--- src/rtl/bst_engine.sv ---
// Binary-search-tree key store with insert/find/remove/clear over a valid/ready handshake.
// One tree node is visited per WALK cycle. Removed keys stay in the tree as tombstones until a clear.
module bst_engine #(
    parameter int KEY_W = 4,
    parameter int NODES = 8,
    localparam int PTR_W = $clog2(NODES),
    localparam int CNT_W = $clog2(NODES + 1)
) (
    input  logic             clk,
    input  logic             rst,
    input  logic             op_valid,
    input  logic [1:0]       op,
    input  logic [KEY_W-1:0] key,
    output logic             op_ready,
    output logic             res_valid,
    output logic             res_hit,
    output logic             res_err,
    output logic [PTR_W-1:0] res_depth,
    output logic [CNT_W-1:0] count,
    output logic             empty,
    output logic             full
);

    typedef enum logic [1:0] {
        S_IDLE  = 2'd0,
        S_WALK  = 2'd1,
        S_WRITE = 2'd2,
        S_DONE  = 2'd3
    } state_t;

    localparam logic [1:0] OP_INSERT = 2'b00;
    localparam logic [1:0] OP_REMOVE = 2'b10;
    localparam logic [1:0] OP_CLEAR  = 2'b11;

    state_t             state_q, state_d;
    logic [1:0]         op_q, op_d;
    logic [KEY_W-1:0]   opkey_q, opkey_d;
    logic [PTR_W-1:0]   cur_q, cur_d;
    logic [PTR_W-1:0]   depth_q, depth_d;
    logic               dir_right_q, dir_right_d;
    logic               root_valid_q, root_valid_d;
    logic [CNT_W-1:0]   alloc_q, alloc_d;
    logic [CNT_W-1:0]   count_q, count_d;
    logic               res_hit_q, res_hit_d;
    logic               res_err_q, res_err_d;
    logic [PTR_W-1:0]   res_depth_q, res_depth_d;

    logic [KEY_W-1:0]   node_key_q   [NODES];
    logic [KEY_W-1:0]   node_key_d   [NODES];
    logic [PTR_W-1:0]   node_left_q  [NODES];
    logic [PTR_W-1:0]   node_left_d  [NODES];
    logic [PTR_W-1:0]   node_right_q [NODES];
    logic [PTR_W-1:0]   node_right_d [NODES];
    logic               node_lv_q    [NODES];
    logic               node_lv_d    [NODES];
    logic               node_rv_q    [NODES];
    logic               node_rv_d    [NODES];
    logic               node_live_q  [NODES];
    logic               node_live_d  [NODES];

    logic               alloc_we;
    logic               link_we;
    logic               live_we;
    logic               live_val;

    logic [KEY_W-1:0]   cur_key;
    logic               cur_live;
    logic               key_match;
    logic               go_left;
    logic               child_ok;
    logic [PTR_W-1:0]   child_ptr;
    logic [PTR_W-1:0]   alloc_idx;
    logic               full_w;

    // Root always lives in entry 0 because allocation restarts at 0 after reset/clear.
    assign cur_key   = node_key_q[cur_q];
    assign cur_live  = node_live_q[cur_q];
    assign key_match = root_valid_q && (opkey_q == cur_key);
    assign go_left   = opkey_q < cur_key;
    assign child_ok  = go_left ? node_lv_q[cur_q] : node_rv_q[cur_q];
    assign child_ptr = go_left ? node_left_q[cur_q] : node_right_q[cur_q];
    assign alloc_idx = alloc_q[PTR_W-1:0];
    assign full_w    = (alloc_q == CNT_W'(NODES));

    always_comb begin
        state_d      = state_q;
        op_d         = op_q;
        opkey_d      = opkey_q;
        cur_d        = cur_q;
        depth_d      = depth_q;
        dir_right_d  = dir_right_q;
        root_valid_d = root_valid_q;
        alloc_d      = alloc_q;
        count_d      = count_q;
        res_hit_d    = res_hit_q;
        res_err_d    = res_err_q;
        res_depth_d  = res_depth_q;
        alloc_we     = 1'b0;
        link_we      = 1'b0;
        live_we      = 1'b0;
        live_val     = 1'b0;

        case (state_q)
            S_IDLE: begin
                if (op_valid) begin
                    op_d    = op;
                    opkey_d = key;
                    cur_d   = '0;
                    depth_d = '0;
                    // Clear spends one cycle in WRITE so every storage update lands on the DONE-entry edge.
                    state_d = (op == OP_CLEAR) ? S_WRITE : S_WALK;
                end
            end
            S_WALK: begin
                if (key_match) begin
                    state_d   = S_DONE;
                    res_err_d = 1'b0;
                    case (op_q)
                        OP_INSERT: begin
                            res_depth_d = depth_q;
                            res_hit_d   = cur_live;
                            if (!cur_live) begin
                                live_we  = 1'b1;
                                live_val = 1'b1;
                                count_d  = count_q + CNT_W'(1);
                            end
                        end
                        OP_REMOVE: begin
                            res_hit_d   = cur_live;
                            res_depth_d = cur_live ? depth_q : '0;
                            if (cur_live) begin
                                live_we  = 1'b1;
                                live_val = 1'b0;
                                count_d  = count_q - CNT_W'(1);
                            end
                        end
                        default: begin
                            res_hit_d   = cur_live;
                            res_depth_d = cur_live ? depth_q : '0;
                        end
                    endcase
                end else if (root_valid_q && child_ok) begin
                    cur_d   = child_ptr;
                    depth_d = depth_q + PTR_W'(1);
                end else if (op_q == OP_INSERT && !full_w) begin
                    state_d     = S_WRITE;
                    dir_right_d = !go_left;
                    depth_d     = root_valid_q ? depth_q + PTR_W'(1) : '0;
                end else begin
                    state_d     = S_DONE;
                    res_hit_d   = 1'b0;
                    res_err_d   = (op_q == OP_INSERT);
                    res_depth_d = '0;
                end
            end
            S_WRITE: begin
                state_d   = S_DONE;
                res_hit_d = 1'b0;
                res_err_d = 1'b0;
                if (op_q == OP_CLEAR) begin
                    root_valid_d = 1'b0;
                    alloc_d      = '0;
                    count_d      = '0;
                    res_depth_d  = '0;
                end else begin
                    alloc_we     = 1'b1;
                    link_we      = root_valid_q;
                    root_valid_d = 1'b1;
                    alloc_d      = alloc_q + CNT_W'(1);
                    count_d      = count_q + CNT_W'(1);
                    res_depth_d  = depth_q;
                end
            end
            S_DONE: begin
                state_d = S_IDLE;
            end
            default: begin
                state_d = S_IDLE;
            end
        endcase
    end

    always_comb begin
        node_key_d   = node_key_q;
        node_left_d  = node_left_q;
        node_right_d = node_right_q;
        node_lv_d    = node_lv_q;
        node_rv_d    = node_rv_q;
        node_live_d  = node_live_q;
        if (alloc_we) begin
            node_key_d[alloc_idx]  = opkey_q;
            node_lv_d[alloc_idx]   = 1'b0;
            node_rv_d[alloc_idx]   = 1'b0;
            node_live_d[alloc_idx] = 1'b1;
        end
        // The parent (cur_q) is always an older entry than alloc_idx, so these never collide.
        if (link_we) begin
            if (dir_right_q) begin
                node_right_d[cur_q] = alloc_idx;
                node_rv_d[cur_q]    = 1'b1;
            end else begin
                node_left_d[cur_q] = alloc_idx;
                node_lv_d[cur_q]   = 1'b1;
            end
        end
        if (live_we) begin
            node_live_d[cur_q] = live_val;
        end
    end

    always_ff @(posedge clk or negedge rst) begin
        if (!rst) begin
            state_q      <= S_IDLE;
            op_q         <= '0;
            opkey_q      <= '0;
            cur_q        <= '0;
            depth_q      <= '0;
            dir_right_q  <= 1'b0;
            root_valid_q <= 1'b0;
            alloc_q      <= '0;
            count_q      <= '0;
            res_hit_q    <= 1'b0;
            res_err_q    <= 1'b0;
            res_depth_q  <= '0;
            for (int i = 0; i < NODES; i++) begin
                node_key_q[i]   <= '0;
                node_left_q[i]  <= '0;
                node_right_q[i] <= '0;
                node_lv_q[i]    <= 1'b0;
                node_rv_q[i]    <= 1'b0;
                node_live_q[i]  <= 1'b0;
            end
        end else begin
            state_q      <= state_d;
            op_q         <= op_d;
            opkey_q      <= opkey_d;
            cur_q        <= cur_d;
            depth_q      <= depth_d;
            dir_right_q  <= dir_right_d;
            root_valid_q <= root_valid_d;
            alloc_q      <= alloc_d;
            count_q      <= count_d;
            res_hit_q    <= res_hit_d;
            res_err_q    <= res_err_d;
            res_depth_q  <= res_depth_d;
            node_key_q   <= node_key_d;
            node_left_q  <= node_left_d;
            node_right_q <= node_right_d;
            node_lv_q    <= node_lv_d;
            node_rv_q    <= node_rv_d;
            node_live_q  <= node_live_d;
        end
    end

    assign op_ready  = (state_q == S_IDLE);
    assign res_valid = (state_q == S_DONE);
    assign res_hit   = res_hit_q;
    assign res_err   = res_err_q;
    assign res_depth = res_depth_q;
    assign count     = count_q;
    assign empty     = (count_q == '0);
    assign full      = full_w;

endmodule

--- config.mk ---
export PLATFORM = sky130hd
export DESIGN_NAME = bst_engine
export DESIGN_NICKNAME = d
export VERILOG_FILES = /design/src/rtl/bst_engine.sv
export SDC_FILE = /design/constraint.sdc
export NUM_CORES = 1
export LEC_CHECK = 0
export CORE_ASPECT_RATIO = 2
export CORE_UTILIZATION = 50
export CTS_BUF_LIST = sky130_fd_sc_hd__clkbuf_2
export DETAILED_ROUTE_END_ITERATION = 7
export DONT_BUFFER_PORTS = 1
export GPL_TIMING_DRIVEN = 0
export HOLD_SLACK_MARGIN = 0.03
export PLACE_DENSITY = 0.72
export SYNTH_ARGS = -nofsm -noshare
export SYNTH_HDL_FRONTEND = slang
export SYNTH_SLANG_ARGS = --single-unit
--- constraint.sdc ---
create_clock -name clk -period 5.73 [get_ports clk]
set_clock_uncertainty 0.2 [all_clocks]
set_input_delay 0.573 -clock clk [delete_from_list [all_inputs] [get_ports clk]]
set_output_delay 0.573 -clock clk [all_outputs]
set_load 0.02 [all_outputs]
# After elaboration in Yosys (flattened, before gate mapping)
# Index checks and enable logic that the tools add are counted.
# word_totals
n_memories	0
rom_bits	0
ramBits	0
in_bits	9
wordCells	208
latch_bits	0
output_inout_bits	13
regBits	133
# classes
mul	0
reduce_logical	21
n_bitwise	11
n_shift	0
mux	89
n_lt_le_gt_ge	5
add_sub_neg	4
n_div	0
eq_ne	18
# op_table
cell	count
$mux W8	8
$mux W3	19
$bwmux W24	2
$bwmux W32	1
$mux W4	8
$mux W1	27
$or A8 B8 Y8	3
$bmux W3 S3	2
$pmux W3 S2	3
$and A8 B8 Y8	2
$pmux W4 S2	2
$ne A3 B3 Y1 const B	5
$bmux W4 S3	1
$demux W4 S3	1
$reduce_and A4 Y1	3
$eq A2 B2 Y1 const B	5
$bmux W1 S3	3
$demux W3 S3	1
$add A4 B1 Y4 const B	2
$bwmux W8	1
$ge A4 B4 Y1 const B	2
$lt A4 B1 Y1 const B	2
$mux W2	4
$ne A2 B2 Y1 const B	4
21 further kinds	37

# Longest topological paths before layout
# logic_depth
depth_word	11
depth_mapped	17
depth_no_buf	12

# Least setup slack after synthesis
# Ideal clock, no wire load.
# synth_path
path_type	reg-to-reg
from	reg cur_q[1]
to	reg res_err_q, in the netlist res_err
synth_period_minus_slack_ps	3972
stages_incl_launch_ff	18
setup_time_ps	125
arrival_ps	3647
path_slack_ps	1758
path_buffers	7
t_required_ps	5405
cell_sequence	dfrtp_1 > buf_4 > buf_2 > buf_2 > buf_2 > buf_2 > buf_2 > nand3_1 > a31oi_1 > nor2_1 > ha_1 > nor2b_1 > o211a_1 > or2_2 > buf_1 > a21oi_4 > o221ai_4 > mux2_4
# synth_via
elab_chain_cells	9
word_cells_on_any_way	20
cone_classes	1 x order compare; 3 x eq/ne; 12 x mux; 1 x bitwise; 3 x reduce/logical
# synth_lines
element	line	text
start, declared	38	logic [PTR_W-1:0] cur_q, cur_d;
start signal, assigned	237	cur_q <= cur_d;
$not A3 Y4 (implied by the code) (*)	76, 80	
$bmux W4 S3	76	assign cur_key = node_key_q[cur_q];
$mux W4 (implied by the code) (2 in a row)	76	
$lt A4 B4 Y1	79	assign go_left = opkey_q < cur_key;
$mux W1	80	assign child_ok = go_left ? node_lv_q[cur_q] : node_rv_q[cur_q];
$logic_and A1 B1 Y1	142	end else if (root_valid_q && child_ok) begin
$ne A3 B3 Y1 (no source line)	--	
$reduce_and A3 Y1 (no source line)	--	
end signal, assigned	244	res_err_q <= res_err_d;
end, declared	45	logic res_err_q, res_err_d;
# Mark *: on every way between the ends. The rest lies on a longest branch, timed or not. The select of a mux whose other input is x is not followed.
# A chain may end at the register's enable or synchronous reset.

# Final worst setup path
# layout_path
from	reg cur_q[2]
to	reg res_err_q, in the netlist res_err
# Same word-level chain as after synthesis.

==> results <==
- The final setup violation count is 0.
- Each instance of the synthesized netlist takes up on average 10.70 µm².
- The congestion estimate from routability-driven global placement came to 0.9354.
- The die height is 166.7 µm.
- In this run, the number of DRC markers left after iteration 0 of detailed routing was 429.
- The number of buffers inserted for hold repair after clock tree synthesis is 8.
- The final total negative setup slack is 0 ns.
- In this run the critical register-to-register path is launched from cur_q[2].
- Leaving out fill and tap cells, the most frequent cell in the layout is sky130_fd_sc_hd__dfrtp_1.
- The CTS sink count is 133.
- The number of ports placed on the die boundary is 22.
- In this run the standard cell core region covers roughly 0.013 mm².
- Using the TritonRoute via totals, the vias-per-cell ratio works out to 6.358.
- At the pin with the least slew margin, the transition time is between 0.9 and 1 ns.
- For this run, the total global-route usage over all layers was measured as 28.36%.
- The worst path needs 5.116 ns of the cycle, external delays included.
- The residual antenna-violating net count after detailed routing is 0.
- The kind of path behind the tightest hold check is input pin to register.
- The most used flip-flop cell after synthesis is sky130_fd_sc_hd__dfrtp_1.
- Summing every instance area after synthesis gives 0.006782 mm².
- Headroom to the max-slew limit came out at 34.10%.
- The die covers 0.01406 mm².
- The die is 84.35 µm wide.
- Once detailed placement completed, the half-perimeter wirelength came to 13,810 µm.
- The sequential fraction of the synthesis area is 49.08%.
- The flow ran to the end, but the final reports show violations.
- Dividing the detail-routed wire length by the instance count gives 22.84 µm.
- The starting density of the core is 51.61%.
- The tree is rooted in a sky130_fd_sc_hd__clkbuf_2.
- The final reports fail on design-rule violations.
- Entering global routing, the biggest net connects 134 pins.
- The number of antenna violations at the first check in global routing is 1.
- The share of total power dissipated in combinational logic is 49.9%.
- The total count of hold-check failures in the final report is 0.
- The final count of pins violating max slew was 0.
- In this run the most critical hold path is launched from op_valid.
- The sort of element at the start of the critical path is a register.
- The H-tree was split into 4 levels.
- The via count of the first global-routing pass was about 5,600.
- The wire length of the first global-routing pass is 29,860 µm.
- The TritonCTS clock tree is yes.
- Counting flops and latches in the post-synthesis netlist gives 133.
- The clock reaches the later pin of the worst-skew pair after 0.69 ns.
- The worst path uses 89.29% of the clock period.
- The routed via count is 5,239.
- The launching element of the worst setup path is cur_q[2].
- Power spread over the standard cell area amounts to 546.6 mW/mm².
- The sequential share of power is between 30% and 40%.
- In the routed design, unresolved DRC markers number 4.
- The final layout contains routed wiring with a total length of 18,820 µm.
- During placement, the flow inserted port buffers numbering 0.
- The share of post-route cells with drive strength above 1 is 19.23%.
- In the synthesized netlist, the number of instances is 634.
- The critical path start-end classification is register to register.
- The largest voltage drop on the vdd net is approximately 0.18 mV.
- The utilization after layout is 55.67%.
- The analysis attributes to net switching a power of 1.811 mW.
- The top cell types in the final layout, fill and taps aside, are 133 x sky130_fd_sc_hd__dfrtp_1, 82 x sky130_fd_sc_hd__nand2_1, 66 x sky130_fd_sc_hd__mux2_2, 49 x sky130_fd_sc_hd__o21ai_0, 30 x sky130_fd_sc_hd__nor2_1.
- Final hold analysis gives a worst-case slack of 0.07565 ns.
- The number of setup buffers added after CTS is 0.
- Of all flip-flops after synthesis, the portion carrying an async set or reset was 100.0%.
- The number of instances resized during post-cts repair is 0.
- The maximum achievable frequency is 0.1954 GHz.
- Setup repair after global routing left no endpoint under its margin.
- In this run the deepest clock path goes through 2 buffers.
- The maximum fanout along the worst path is 10.
- The data required time at the worst endpoint is 6.12 ns.
- The site row count is 59.
- The total number of nets in the final design is 683.
- The synthesized net count is 656.
- The netlist uses 65 different library cells.
- The clock-pin slew on the worst setup and hold paths is roughly 0.20 ns.
- The analysis attributes to cell leakage a power of 3.297 nW.
- The total global routing overflow is 0.
- The area growth from synthesis to layout is 7.860%.
- The data arrival time at the worst-slack endpoint is 5.51 ns.
- In this run switching power makes up 45.28% of total power.
- For this run, the number of Yosys warnings is 0.
- The internal power of the cells is 2.188 mW.
- The number of synthesized flops with an enable pin is 0.
- The count of max-cap constraint violations is 0.
- The category of the worst setup path capture point is a register.
- Counting the buffers created by CTS gives 17.
- The first TritonRoute pass finished after 7 iterations.
- The share of total power dissipated in the clock network is 14.7%.
worst paths after layout:
| check | slack (ns) | endpoint | cells past startpoint |
|---|---|---|---|
| max | 0.61 | res_err | 15 |
| min | 0.08 | state_q[1] | 3 |
| max reg2reg | 0.61 | res_err | 15 |
| min reg2reg | 0.31 | node_right_q[3] | 2 |
| max in group asynchronous | 4.47 | node_key_q[6] | 2 |
| min in group asynchronous | 0.21 | count[3] | 2 |
kinds of logic after synthesis:
| logic type | after synthesis | synth area share, % |
|---|---|---|
| simple gates | 178 | 12.86 |
| flops | 133 | 49.08 |
| buf+inv | 60 | 3.524 |
| mux | 99 | 17.66 |
| compound gates | 151 | 14.48 |
| fa+ha+maj | 13 | 2.399 |
final cells by class:
type                       instances  area (µm²)
timing repair buffer               8       97.59
tap                              152       190.2
fill                            1150        5826
clock inverter                    12       157.7
antenna                            1       2.502
inverter                          28       105.1
multi-input combinational        441        3214
buffer                            32       133.9
clock buffer                      17       85.08
sequential                       133        3328
flip-flops by register name, summed over array words and instances (netlist names):
register / count
op_q: 2
cur_q: 3
node_lv_q: 8
res_err: 1
root_valid_q: 1
node_key_q: 32
state_q: 2
dir_right_q: 1
node_live_q: 8
alloc_q: 4
count: 4
opkey_q: 4
node_rv_q: 8
depth_q: 3
res_hit: 1
res_depth: 3
node_right_q: 24
node_left_q: 24
stage by stage:
step                cell area [µm²]  setup slack, ns  total power [mW]  std cells
finish                         7315           0.6135             3.998        824
global route                   7315           0.4253             4.241        824
CTS                            7312           0.6659             3.977        823
detailed placement             6972           0.7129             3.364        786
global placement               6972           0.7746             3.296        786
floorplan                      6782            1.758             2.803        634
cell usage after synthesis (all sizes together), types with 2 or more instances:
library cell	number	area (µm²)
or3	3	18.77
nor4	3	33.78
nand2b	10	62.56
o211a	2	20.02
o21ai	52	260.3
o2bb2ai	2	17.52
and3b	2	17.52
a211oi	6	45.04
or2	3	18.77
o32ai	2	17.52
nor2	31	118.9
o221ai	2	35.04
mux4	9	202.7
inv	27	101.4
a22oi	6	45.04
ha	13	162.7
a221o	2	20.02
and3	3	18.77
nand2	82	307.8
or4	2	15.01
a221oi	5	43.79
and2	3	18.77
a21oi	25	136.4
buf	12	58.81
nand3	7	35.03
nor2b	13	81.33
o22ai	16	100.1
clkbuf	20	75.07
a22o	3	26.28
a21o	4	30.03
a31oi	10	62.56
mux2	69	784.5
nor3	10	70.07
mux2i	21	210.2
nor3b	4	40.03
dfrtp	133	3328
worst max-delay path, cell delays in order, from the launching register on:
cell and delay (ns):
sky130_fd_sc_hd__dfrtp_1 0.42, sky130_fd_sc_hd__buf_2 0.23, sky130_fd_sc_hd__clkbuf_1 0.47, sky130_fd_sc_hd__buf_1 0.60, sky130_fd_sc_hd__clkbuf_1 0.56, sky130_fd_sc_hd__a221oi_1 0.15
sky130_fd_sc_hd__a31oi_1 0.19, sky130_fd_sc_hd__nor2_1 0.07, sky130_fd_sc_hd__ha_1 0.31, sky130_fd_sc_hd__nor2b_1 0.14, sky130_fd_sc_hd__o211a_1 0.28, sky130_fd_sc_hd__or2_2 0.31
sky130_fd_sc_hd__buf_1 0.21, sky130_fd_sc_hd__a21oi_4 0.32, sky130_fd_sc_hd__o221ai_4 0.21, sky130_fd_sc_hd__mux2_4 0.34
per-layer routing:
layer	track usage (%)	share of wire [%]	routed length (µm)	vias to the layer above
li1	-	-	-	2345
met1	29.84	36	6807	2606
met2	50.46	53	9998	205
met3	5.055	4.1	776	83
met4	19.75	6.6	1234	0
met5	0	0	0	-
power groups by stage:
stage	Combinational [mW]	Clock, mW	Sequential [mW]
after floorplan	1.44	0	1.36
after global placement	1.88	0	1.42
after detailed placement	1.93	0	1.43
after global routing	2.16	0.635	1.45
after CTS	1.97	0.597	1.41
final	1.99	0.589	1.42
(Power assumes the default switching activity.)
